<file path="src/rtl/ro_glitch_monitor.sv">
// Multi-channel ring-oscillator frequency monitor: counts RO edges per window,
// calibrates per-channel references, and raises sticky alarms on deviation.
module ro_glitch_monitor #(
    parameter int unsigned NUM_CH      = 4,
    parameter int unsigned CNT_W       = 16,
    parameter int unsigned WIN_W       = 16,
    parameter int unsigned TOL_W       = 8,
    parameter int unsigned SYNC_STAGES = 2,
    parameter int unsigned ALARM_MIN   = 2
) (
    input  logic                    clk_i,
    input  logic                    rst_i,
    input  logic                    enable_i,
    input  logic                    calib_i,
    input  logic [WIN_W-1:0]        win_len_i,
    input  logic [TOL_W-1:0]        tol_i,
    input  logic                    alarm_clr_i,
    input  logic [NUM_CH-1:0]       ro_i,
    output logic [NUM_CH-1:0]       ro_en_o,
    output logic [1:0]              state_o,
    output logic                    valid_o,
    output logic [NUM_CH*CNT_W-1:0] count_o,
    output logic [NUM_CH*CNT_W-1:0] ref_o,
    output logic                    cal_err_o,
    output logic [NUM_CH-1:0]       alarm_ch_o,
    output logic                    alarm_o
);
    localparam int unsigned SET_W = $clog2(SYNC_STAGES + 2);
    localparam int unsigned POP_W = $clog2(NUM_CH + 1);
    localparam int unsigned EXT_W = CNT_W + 1;
    localparam logic [CNT_W-1:0] CNT_MAX = '1;

    typedef enum logic [1:0] {
        IDLE    = 2'd0,
        SETTLE  = 2'd1,
        CALIB   = 2'd2,
        MONITOR = 2'd3
    } state_t;

    state_t state_q, state_d;

    logic [NUM_CH-1:0]       sync_q [SYNC_STAGES];
    logic [NUM_CH-1:0]       hist_q;
    logic [NUM_CH-1:0]       rise_c;
    logic [CNT_W-1:0]        cnt_q [NUM_CH];
    logic [CNT_W-1:0]        cnt_nxt_c [NUM_CH];
    logic [NUM_CH*CNT_W-1:0] final_c;
    logic [WIN_W-1:0]        win_cnt_q;
    logic [WIN_W-1:0]        win_len_q;
    logic [WIN_W-1:0]        win_len_eff_c;
    logic [SET_W-1:0]        settle_q;
    logic                    in_win_c;
    logic                    last_cyc_c;
    logic                    win_end_c;
    logic                    abort_c;
    logic                    mon_end_c;
    logic                    cal_ok_c;
    logic                    alarm_hit_c;
    logic [NUM_CH-1:0]       oor_c;
    logic [NUM_CH-1:0]       ok_c;
    logic [POP_W-1:0]        oor_cnt_c;

    logic                    valid_q;
    logic [NUM_CH-1:0]       ro_en_q;
    logic [NUM_CH*CNT_W-1:0] count_q;
    logic [NUM_CH*CNT_W-1:0] ref_q;
    logic                    cal_err_q;
    logic [NUM_CH-1:0]       alarm_ch_q;
    logic                    alarm_q;

    // Per-channel synchroniser followed by a history flop for rising-edge detect
    always_ff @(posedge clk_i) begin
        if (rst_i) begin
            for (int s = 0; s < SYNC_STAGES; s++) sync_q[s] <= '0;
            hist_q <= '0;
        end else begin
            sync_q[0] <= ro_i;
            for (int s = 1; s < SYNC_STAGES; s++) sync_q[s] <= sync_q[s-1];
            hist_q <= sync_q[SYNC_STAGES-1];
        end
    end

    assign rise_c = sync_q[SYNC_STAGES-1] & ~hist_q;

    // Saturating count including this cycle's edge, and range check against the reference
    for (genvar c = 0; c < NUM_CH; c++) begin : g_ch
        logic [EXT_W-1:0] ref_x;
        logic [EXT_W-1:0] tol_x;
        logic [EXT_W-1:0] fin_x;
        logic [EXT_W-1:0] sum_x;
        logic [EXT_W-1:0] lo_x;
        logic [EXT_W-1:0] hi_x;

        assign cnt_nxt_c[c] = (rise_c[c] && (cnt_q[c] != CNT_MAX)) ? cnt_q[c] + CNT_W'(1) : cnt_q[c];
        assign final_c[c*CNT_W +: CNT_W] = cnt_nxt_c[c];

        assign ref_x = EXT_W'(ref_q[c*CNT_W +: CNT_W]);
        assign tol_x = EXT_W'(tol_i);
        assign fin_x = EXT_W'(cnt_nxt_c[c]);
        assign sum_x = ref_x + tol_x;
        assign lo_x  = (ref_x > tol_x) ? ref_x - tol_x : '0;
        assign hi_x  = (sum_x > EXT_W'(CNT_MAX)) ? EXT_W'(CNT_MAX) : sum_x;

        assign oor_c[c] = (fin_x < lo_x) || (fin_x > hi_x) || (cnt_nxt_c[c] == CNT_MAX);
        assign ok_c[c]  = (cnt_nxt_c[c] != '0) && (cnt_nxt_c[c] != CNT_MAX);
    end

    always_comb begin
        oor_cnt_c = '0;
        for (int c = 0; c < NUM_CH; c++) oor_cnt_c = oor_cnt_c + POP_W'(oor_c[c]);
    end

    assign alarm_hit_c   = 32'(oor_cnt_c) >= ALARM_MIN;
    assign cal_ok_c      = &ok_c;
    assign in_win_c      = (state_q == CALIB) || (state_q == MONITOR);
    assign win_len_eff_c = (win_len_i < WIN_W'(2)) ? WIN_W'(2) : win_len_i;
    // Length is at least 2, so the window can never end in its cycle 0
    assign last_cyc_c    = (win_cnt_q != '0) && (win_cnt_q == win_len_q - WIN_W'(1));
    assign mon_end_c     = win_end_c && (state_q == MONITOR);

    // Next-state and window-control decode
    always_comb begin
        state_d   = state_q;
        win_end_c = 1'b0;
        abort_c   = 1'b0;
        if (!enable_i) begin
            state_d = IDLE;
            abort_c = 1'b1;
        end else begin
            case (state_q)
                IDLE:    state_d = SETTLE;
                SETTLE:  if (settle_q == SET_W'(SYNC_STAGES + 1)) state_d = CALIB;
                CALIB: begin
                    if (last_cyc_c) begin
                        win_end_c = 1'b1;
                        if (cal_ok_c) state_d = MONITOR;
                    end
                end
                MONITOR: begin
                    if (calib_i) begin
                        abort_c = 1'b1;
                        state_d = CALIB;
                    end else if (last_cyc_c) begin
                        win_end_c = 1'b1;
                    end
                end
                default: state_d = IDLE;
            endcase
        end
    end

    always_ff @(posedge clk_i) begin
        if (rst_i) begin
            state_q <= IDLE;
        end else begin
            state_q <= state_d;
        end
    end

    // Window counters, result registers and sticky alarms
    always_ff @(posedge clk_i) begin
        if (rst_i) begin
            settle_q   <= '0;
            win_cnt_q  <= '0;
            win_len_q  <= WIN_W'(2);
            for (int c = 0; c < NUM_CH; c++) cnt_q[c] <= '0;
            valid_q    <= 1'b0;
            ro_en_q    <= '0;
            count_q    <= '0;
            ref_q      <= '0;
            cal_err_q  <= 1'b0;
            alarm_ch_q <= '0;
            alarm_q    <= 1'b0;
        end else begin
            settle_q <= (state_q == SETTLE) ? settle_q + SET_W'(1) : '0;
            if (win_cnt_q == '0) win_len_q <= win_len_eff_c;
            if (!in_win_c || abort_c || win_end_c) begin
                win_cnt_q <= '0;
                for (int c = 0; c < NUM_CH; c++) cnt_q[c] <= '0;
            end else begin
                win_cnt_q <= win_cnt_q + WIN_W'(1);
                for (int c = 0; c < NUM_CH; c++) cnt_q[c] <= cnt_nxt_c[c];
            end
            valid_q <= win_end_c;
            if (win_end_c) count_q <= final_c;
            if (win_end_c && (state_q == CALIB)) begin
                cal_err_q <= ~cal_ok_c;
                if (cal_ok_c) ref_q <= final_c;
            end
            // A setting window end wins over a coincident clear
            alarm_ch_q <= (alarm_ch_q & ~{NUM_CH{alarm_clr_i}}) | (mon_end_c ? oor_c : '0);
            alarm_q    <= (alarm_q & ~alarm_clr_i) | (mon_end_c & alarm_hit_c);
            ro_en_q    <= (state_d != IDLE) ? '1 : '0;
        end
    end

    assign state_o    = state_q;
    assign valid_o    = valid_q;
    assign ro_en_o    = ro_en_q;
    assign count_o    = count_q;
    assign ref_o      = ref_q;
    assign cal_err_o  = cal_err_q;
    assign alarm_ch_o = alarm_ch_q;
    assign alarm_o    = alarm_q;

endmodule
</file>
<file path="config.mk">
export PLATFORM = sky130hd
export DESIGN_NAME = ro_glitch_monitor
export DESIGN_NICKNAME = d
export VERILOG_FILES = /design/src/rtl/ro_glitch_monitor.sv
export SDC_FILE = /design/constraint.sdc
export NUM_CORES = 1
export LEC_CHECK = 0
export CAP_MARGIN = 5
export CORE_ASPECT_RATIO = 2
export CORE_MARGIN = 2
export CORE_UTILIZATION = 35
export CTS_BUF_LIST = sky130_fd_sc_hd__clkbuf_16
export DETAILED_ROUTE_END_ITERATION = 16
export SLEW_MARGIN = 20
export SYNTH_ARGS = -nofsm -noshare
export SYNTH_HDL_FRONTEND = slang
export SYNTH_SLANG_ARGS = --single-unit
</file>
<file path="constraint.sdc">
create_clock -name clk_i -period 9.2 [get_ports clk_i]
set_input_delay 1.84 -clock clk_i [delete_from_list [all_inputs] [get_ports clk_i]]
set_output_delay 1.84 -clock clk_i [all_outputs]
set_load 0.05 [all_outputs]
</file>
==> impl_metrics.py, run 1 <==
metrics = {
    "placement": {
        "place_area_um2": 22300,
        "gp_congestion": 0.957,
        "portBuffers": 173,
        "hpwl_um": 55100,
    },
    "run": {
        "drv_cap": 0,
    },
    "cts": {
        "clock_tree.buffer_depth": 3,
        "ctsHoldBuffers": 0,
        "post_cts_resized": 0,
        "cts_inserted_buffers": 25,
        "cts_root_buffer": "clkbuf_16",
        "cts.sinks": 248,
        "cts_tree": "yes",
        "insertion_delay_ps": 580,
        "path_clk_slew_ps": 70,
        "cts_setup_buffers": 0,
        "htreeDepth": 1,
    },
    "grt": {
        "grt_pass1_wl_um": 107000,
        "grt_pass1_vias": 18700,
        "overflow": 0,
        "grtUsageTotal": 0.237,
        "grt_antenna_before_repair": 0,
        "grt_max_degree": 112,
    },
    "floorplan": {
        "die_area_um2": 58800,
        "die_h_um": 341,
        "die_w_um": 172,
        "start_util": 0.353,
        "pin_count": 174,
        "core_um2": 56200,
        "rows": 123,
    },
    "detailed_routing": {
        "first_pass_iters": 5,
        "wl_um": 70700,
        "ant_nets": 0,
        "routedWlPerCell_um": 21.1,
        "drt_iter0_markers": 981,
        "viasPerCell": 5.61,
        "drc": 0,
        "via_count": 18800,
    },
    "yosys": {
        "netlist_area_um2": 19900,
        "synth_top_area_cell": "dfxtp_1",
        "synth.area.top_cells": "dfxtp_1 (20%), ha_1 (12%), edfxtp_1 (7.3%)",
        "synth.avg_cell_area_um2": 8.04,
        "synth.most_common_cell": "nor2_1",
        "synth-seq-cells": 248,
        "ys_seq_area_frac": 0.274,
        "async_flop_share": 0,
        "synth_edf_count": 48,
        "synth_top_area_share": 0.202,
        "synth_cells": 2469,
        "synth_cell_types": 79,
        "yosys_most_used_dff": "dfxtp_1",
        "synth.top_cells.by_count": "nor2_1 (260), nand2_1 (204), dfxtp_1 (200)",
        "yosysWarnings": 0,
    },
    "worst_hold_path": {
        "hp-class": "reg -> reg",
        "min_from": "settle_q[0]",
    },
    "critical_path": {
        "slowest_delay_ps": 820,
        "path_class": "in -> reg",
        "crit_buf_inv": 4,
        "crit_path_start_kind": "input port",
        "crit_start": "tol_i[0]",
        "r2r_start": "ref_o[17]",
        "crit_family": "compound AO/OA/AOI/OAI gates",
        "worstPathMaxFanout": 12,
        "required_ps": 9690,
        "critPathArrivalTime_ps": 8100,
        "crit_path_end_kind": "register",
        "cpMostUsedCell": "a21oi_1",
        "cpMaxStageDelayCell": "clkdlybuf4s50_1",
    },
    "timing": {
        "rsz0062_at_grt": "no",
        "setup_tns_ps": 0,
        "hold_viol_final": 0,
        "setup_viol": 0,
        "min_period_ps": 7600,
        "fmax_mhz": 132,
        "slew_viol_final": 0,
        "fin_crit_sh": 0.826,
        "worst_pin_slew_ps": 1060,
        "max_slew_margin": 0.290,
        "hold_ws_ps": 436,
        "finClkSkew_ps": 30.1,
    },
    "final_layout": {
        "num-fill-cells": 5676,
        "synthToLayoutAreaGrowth_pct": 16.4,
        "drive_above_1_share": 0.0453,
        "nNetsFinal": 2825,
        "utilization": 0.411,
        "final_area_um2": 23100,
    },
    "pwr": {
        "p_leak_nw": 8.96,
        "power.density_nw_per_um2": 106,
        "ir_drop_v": 0.000133,
    },
    "outcome": {
        "status": "finished clean",
    },
}
-- worst register-to-register path, stage by stage, from the launching register on --
cell and delay, ps:
dfxtp_1 610, inv_1 120, fa_1 440, o21bai_1 150, a21oi_1 100, o21bai_1 130
a21oi_1 110, o21ai_0 190, a21oi_1 190, nor4b_2 520, buf_4 280, a21oi_1 60
ha_1 310, nand4_1 140, nor2_1 60, a211o_1 260, a21o_1 170, a21o_1 180
a21o_1 170, a211oi_1 220, a21boi_0 490, inv_1 140, fa_1 560, o311ai_0 110
a21oi_1 180
-- sequential cells by signal, summed over array words and instances (netlist names), 2 cells and up --
signal and flops:
count_o 64, state_o 2, win_len_q 16, win_cnt_q 16
alarm_ch_o 4, sync_q 8, hist_q 4, cnt_q 64
ref_o 64, settle_q 2
-- cell families after synthesis --
group | count (synthesis) | share of synthesized area
mux | 47 | 0.0243
fa+ha+maj | 205 | 0.133
compound gates | 504 | 0.169
buf+inv | 291 | 0.0585
simple gates | 1015 | 0.271
flops | 248 | 0.274
other cells | 1 | 0.000189
xor+xnor | 158 | 0.0701
-- power breakdown --
group	internal (mW)	switching (mW)	leakage, nW
clock network	0.570	0.474	0.393
logic	0.0985	0.169	6.46
registers	1.12	0.0253	2.11
total	1.79	0.669	8.96
-- layer usage --
metal,GRT usage,vias up,part of all wire
met5,0,-,0
met4,0.156,0,0.074
met3,0.0257,208,0.043
met2,0.441,553,0.52
met1,0.245,8978,0.36
li1,-,9093,-
-- path summary, 6_finish.rpt --
kind         cells after the start  slack (ps)          end
max reg2reg                     24        3250      alarm_o
max                             26        1600      alarm_o
min                              1         440  settle_q[0]
min reg2reg                      1         440  settle_q[0]
-- layout by cell type (no fill, tap or decap), drive strengths merged, types with 48 or more instances in the layout --
master         instances
conb                  48
nand3                 72
o21ai                 71
nor3                  58
nor2                 260
inv                  132
a21oi                121
ha                   196
nand2                204
a211oi                53
xnor2                 85
nor2b                 63
clkdlybuf4s50        172
a31oi                 64
edfxtp                48
dfxtp                200
xor2                  73
nand4                100
-- area by class of cell --
cell class,count,area [µm²],area share
Timing Repair Buffer,206,1980,0.0859
Clock inverter,19,156,0.00677
Antenna cell,1,2.50,0.000108
Multi-Input combinational cell,1977,13500,0.582
Inverter,129,484,0.0209
Clock buffer,26,651,0.0281
Tap cell,750,938,0.0406
Sequential cell,248,5450,0.236
-- per-stage QoR --
step           worst slack [ps]  instances  power (mW)
2_1_floorplan              2280       2516        1.34
3_3_place_gp               1130       3310        1.43
3_5_place_dp               1020       3310        1.43
4_1_cts                    1590       3355        2.48
5_1_grt                    1200       3355        2.55
6_report                   1600       3356        2.46
Power figures use the tool's default switching activity.
==> run 2: changes to the inputs <==
- clock period: 9.2 -> 7.9 ns (I/O delays scaled with it)
==> run 2 against run 1 <==
Core utilization is 0.34 points higher. Critical path depth stayed put. Non-clock buffer count is 10 higher. Combinational power is 19% higher. Largest cell class unchanged. Routed wire length is 1.5% higher.
==> impl_metrics.py, run 2 (same netlist as run 1, synthesis figures left out) <==
metrics = {
    "outcome": {
        "status": "finished clean",
    },
    "timing": {
        "max_slew_margin": 0.177,
        "slew_viol_final": 0,
        "rsz0062_at_grt": "no",
        "finClkSkew_ps": 18.6,
        "hold_viol_final": 0,
        "worst_pin_slew_ps": 1200,
        "setup_tns_ps": 0,
        "fmax_mhz": 142,
        "setup_viol": 0,
        "worst_slack_ps": 858,
        "min_period_ps": 7040,
        "fin_crit_sh": 0.891,
    },
    "grt": {
        "overflow": 0,
        "grtUsageTotal": 0.240,
        "grt_max_degree": 113,
        "grt_pass1_vias": 18700,
        "grt_pass1_wl_um": 108000,
        "grt_antenna_before_repair": 0,
    },
    "cts": {
        "cts_tree": "yes",
        "post_cts_resized": 0,
        "insertion_delay_ps": 580,
        "cts_setup_buffers": 0,
        "cts_inserted_buffers": 26,
        "htreeDepth": 1,
        "cts_root_buffer": "clkbuf_16",
        "cts.sinks": 248,
        "clock_tree.buffer_depth": 3,
        "ctsHoldBuffers": 0,
        "path_clk_slew_ps": 70,
    },
    "final_layout": {
        "drive_above_1_share": 0.0493,
        "num_antenna_cells": 0,
        "num-fill-cells": 5691,
        "final_cell_mix": "nor2_1 (260), nand2_1 (204), dfxtp_1 (200)",
        "nNetsFinal": 2836,
        "regArea_um2": 5450,
        "synthToLayoutAreaGrowth_pct": 17.4,
        "final_area_um2": 23300,
        "multi_input_area_um2": 13400,
        "final_common_cell": "nor2_1",
    },
    "critical_path": {
        "path_class": "in -> reg",
        "crit_path_start_kind": "input port",
        "reg2reg_depth": 18,
        "crit_path_end_kind": "register",
        "ff2ff_setup_slack_ps": 1830,
        "critPathArrivalTime_ps": 7530,
        "reg2reg_to": "alarm_o",
        "required_ps": 8390,
        "r2r_start": "cnt_q[0][0]",
        "worstPathMaxFanout": 9,
    },
    "worst_hold_path": {
        "holdPathStages": 1,
        "min_from": "sync_q[0][2]",
        "whs_endpoint": "sync_q[0][6]",
        "hp-class": "reg -> reg",
    },
    "detailed_routing": {
        "viasPerCell": 5.66,
        "first_pass_iters": 7,
        "wl_um": 71800,
        "routedWlPerCell_um": 21.3,
        "ant_nets": 0,
        "drc": 0,
        "via_count": 19100,
        "drt_iter0_markers": 1058,
    },
    "placement": {
        "pre_cts_ws_ps": 357,
        "gp_congestion": 0.983,
        "portBuffers": 173,
        "hpwl_um": 56000,
        "place_area_um2": 22400,
    },
    "floorplan": {
        "die_area_um2": 58800,
        "start_util": 0.353,
        "die_w_um": 172,
        "die_h_um": 341,
        "rows": 123,
        "pin_count": 174,
        "core_um2": 56200,
    },
    "pwr": {
        "p_leak_nw": 9.06,
        "ir_drop_v": 0.000138,
        "power.density_nw_per_um2": 130,
    },
    "run": {
        "drv_cap": 0,
    },
}
[run 2: cell count changes in the layout (fill, tap and decap cells not counted), sizes merged]
cell / delta
clkbuf: +2
diode: -1
buf: +10
inv: +1
clkinv: -1
clkinvlp: -3
bufinv: +3
[run 2: where the power goes]
| group | internal [mW] | switching, mW | total, mW |
|---|---|---|---|
| Sequential | 1.30 | 0.0294 | 1.33 |
| Combinational | 0.116 | 0.202 | 0.318 |
| Clock | 0.805 | 0.574 | 1.38 |
| Total | 2.23 | 0.806 | 3.03 |
[run 2: routing by layer]
metal,GRT usage,share of wire
met3,0.0263,0.045
met5,0,0
met2,0.456,0.53
met1,0.245,0.36
met4,0.144,0.068
[run 2: layout make-up]
class / count / share of cell area
multi-input combinational: 1977 / 0.577
sequential: 248 / 0.234
timing repair buffer: 216 / 0.0882
tap: 750 / 0.0403
clock buffer: 28 / 0.0301
inverter: 129 / 0.0208
clock inverter: 19 / 0.00988
[run 2: critical path: stages]
cell	delay (ps)
clkdlybuf4s50_1	660
buf_4	230
ha_1	180
inv_1	60
fa_1	400
o21bai_1	180
a21oi_1	120
o21bai_1	130
a21oi_1	110
o21bai_1	160
a21oi_1	170
nor4_1	410
buf_4	240
nor2_1	70
ha_1	290
a21o_1	160
a21o_1	190
a21oi_1	190
nor2_1	50
a2111oi_0	370
a21oi_1	120
or3_1	310
a211o_1	300
fa_1	510
o311ai_0	140
a21oi_1	190
[run 2: worst max path at each step]
stage	start	endpoint	slack, ps	cells past startpoint
final	tol_i[0]	alarm_o	860	26
after global routing	tol_i[0]	alarm_o	590	26
after CTS	tol_i[0]	alarm_o	920	26
after detailed placement	tol_i[0]	alarm_o	360	26
after global placement	tol_i[0]	alarm_o	510	26
after floorplan	tol_i[1]	alarm_o	1240	24
[run 2: stage by stage]
stage	util	power, mW	std cells	hold slack (ps)
after floorplan	-	1.56	2516	408
after global placement	0.398	1.67	3320	418
after detailed placement	0.398	1.68	3320	425
after CTS	0.415	3.06	3367	442
after global routing	0.415	3.14	3367	457
final	0.415	3.03	3367	438
==> run 3: changes to the inputs <==
- REMOVE_ABC_BUFFERS: default -> 1
==> run 3 against run 2 <==
Global-route usage fell by 1.1 points. Critical path depth is 2 lower. Register-to-register slack improved by 180 ps. Non-clock buffer count down 11. Die area did not move. Final area down 0.84%. Via count fell by 0.73%. Highest routed layer is now met5. Flip-flop and latch count unchanged. Fmax up 0.68%.
==> impl_metrics.py, run 3 (same netlist as run 1, synthesis figures left out) <==
metrics = {
    "grt": {
        "overflow": 0,
        "grtUsageTotal": 0.229,
        "grt_max_degree": 103,
        "grt_pass1_wl_um": 105000,
        "grt_pass1_vias": 19000,
        "grt_antenna_before_repair": 1,
    },
    "critical_path": {
        "crit_path_start_kind": "input port",
        "required_ps": 8420,
        "crit_path_end_kind": "register",
        "ff2ff_setup_slack_ps": 2010,
        "path_class": "in -> reg",
        "worstPathMaxFanout": 11,
        "critPathArrivalTime_ps": 7510,
    },
    "timing": {
        "min_period_ps": 6990,
        "slew_viol_final": 0,
        "setup_viol": 0,
        "worst_pin_slew_ps": 1100,
        "rsz0062_at_grt": "no",
        "fmax_mhz": 143,
        "fin_crit_sh": 0.885,
        "finClkSkew_ps": 34.7,
        "hold_viol_final": 0,
        "max_slew_margin": 0.268,
    },
    "floorplan": {
        "die_w_um": 172,
        "start_util": 0.353,
        "die_h_um": 341,
        "pin_count": 174,
        "die_area_um2": 58800,
        "core_um2": 56200,
        "rows": 123,
    },
    "worst_hold_path": {
        "hp-class": "reg -> reg",
    },
    "cts": {
        "clock_tree.buffer_depth": 3,
        "post_cts_resized": 0,
        "cts_setup_buffers": 0,
        "insertion_delay_ps": 590,
        "cts_tree": "yes",
        "cts_root_buffer": "clkbuf_16",
        "ctsHoldBuffers": 0,
        "cts.sinks": 248,
        "cts_inserted_buffers": 25,
        "path_clk_slew_ps": 70,
        "htreeDepth": 1,
    },
    "pwr": {
        "ir_drop_v": 0.000114,
        "p_int_mw": 2.07,
        "pwr-share-seq": 0.465,
        "switching_power_mw": 0.797,
        "power.density_nw_per_um2": 124,
        "p_sw_frac": 0.278,
        "clkPwrFrac": 0.430,
        "combPwrFrac": 0.105,
        "p_leak_nw": 8.95,
    },
    "final_layout": {
        "drive_above_1_share": 0.0449,
        "final_area_um2": 23100,
        "num_antenna_cells": 0,
        "final_common_cell": "nor2_1",
        "nNetsFinal": 2824,
        "final_cell_mix": "nor2_1 (260), nand2_1 (204), dfxtp_1 (200)",
        "synthToLayoutAreaGrowth_pct": 16.4,
        "utilization": 0.411,
    },
    "detailed_routing": {
        "met1_length_um": 23800,
        "dr_wl_met3_um": 3590,
        "wl_met2_um": 36600,
        "via_count": 18900,
        "drc": 0,
        "first_pass_iters": 6,
        "viasPerCell": 5.64,
        "routedWlPerCell_um": 20.3,
        "ant_nets": 0,
        "drt_iter0_markers": 1182,
        "wl_um": 68100,
        "top_layer_used": "met5",
    },
    "placement": {
        "portBuffers": 173,
        "place_area_um2": 22300,
        "hpwl_um": 53000,
        "gp_congestion": 0.952,
    },
    "outcome": {
        "status": "finished clean",
    },
    "run": {
        "drv_cap": 0,
    },
}
-- run 3: critical path: stages --
cell and delay, ps:
clkdlybuf4s50_1 560, inv_1 110, buf_4 220, ha_1 350, nor2b_1 60, o21a_1 180
o21ai_0 300, a21oi_1 150, o21ai_0 350, a21o_1 220, a21oi_1 130, o21ai_0 220
mux2i_1 250, ha_1 290, nor2b_1 150, a2111oi_0 390, o21ai_0 270, a21o_1 210
a211oi_1 230, a21boi_0 360, inv_1 110, fa_1 540, o311ai_0 110, a21oi_1 180
-- run 3: power by group through the flow --
stage                     combinational (mW)  clock [mW]  sequential [mW]
after floorplan                        0.179           0             1.36
after global placement                 0.296           0             1.36
after detailed placement               0.301           0             1.36
after CTS                              0.302        1.28             1.33
after global routing                   0.336        1.31             1.34
final                                  0.302        1.23             1.33
-- run 3: final cells by class --
class	count	area, µm²
fill	5654	33100
clock buffer	25	626
timing repair buffer	205	1970
clock inverter	21	190
sequential	248	5450
multi-input combinational	1977	13500
inverter	129	484
tap	750	938
-- run 3: through the flow --
stage | worst slack, ps | std cells | hold WS, ps | total power [mW] | TNS [ps]
2_1_floorplan | -681 | 2354 | 405 | 1.54 | -48490
3_3_place_gp | 337 | 3309 | 419 | 1.66 | 0
3_5_place_dp | 448 | 3309 | 428 | 1.66 | 0
4_1_cts | 1060 | 3355 | 438 | 2.91 | 0
5_1_grt | 530 | 3355 | 460 | 2.98 | 0
6_report | 905 | 3355 | 437 | 2.87 | 0
-- run 3: per-layer routing --
layer  vias up  global-route usage
li1       9075                   -
met1      9145               0.230
met2       526               0.438
met3       183              0.0337
met4         2               0.131
met5         -                   0
-- run 3: path summary, 6_finish.rpt --
path / startpoint / end / cells past startpoint
hold reg to reg: settle_q[0] / settle_q[0] / 1
setup reg to reg: cnt_q[1][0] / alarm_o / 17
hold / removal: settle_q[0] / settle_q[0] / 1
setup / recovery: tol_i[1] / alarm_o / 24
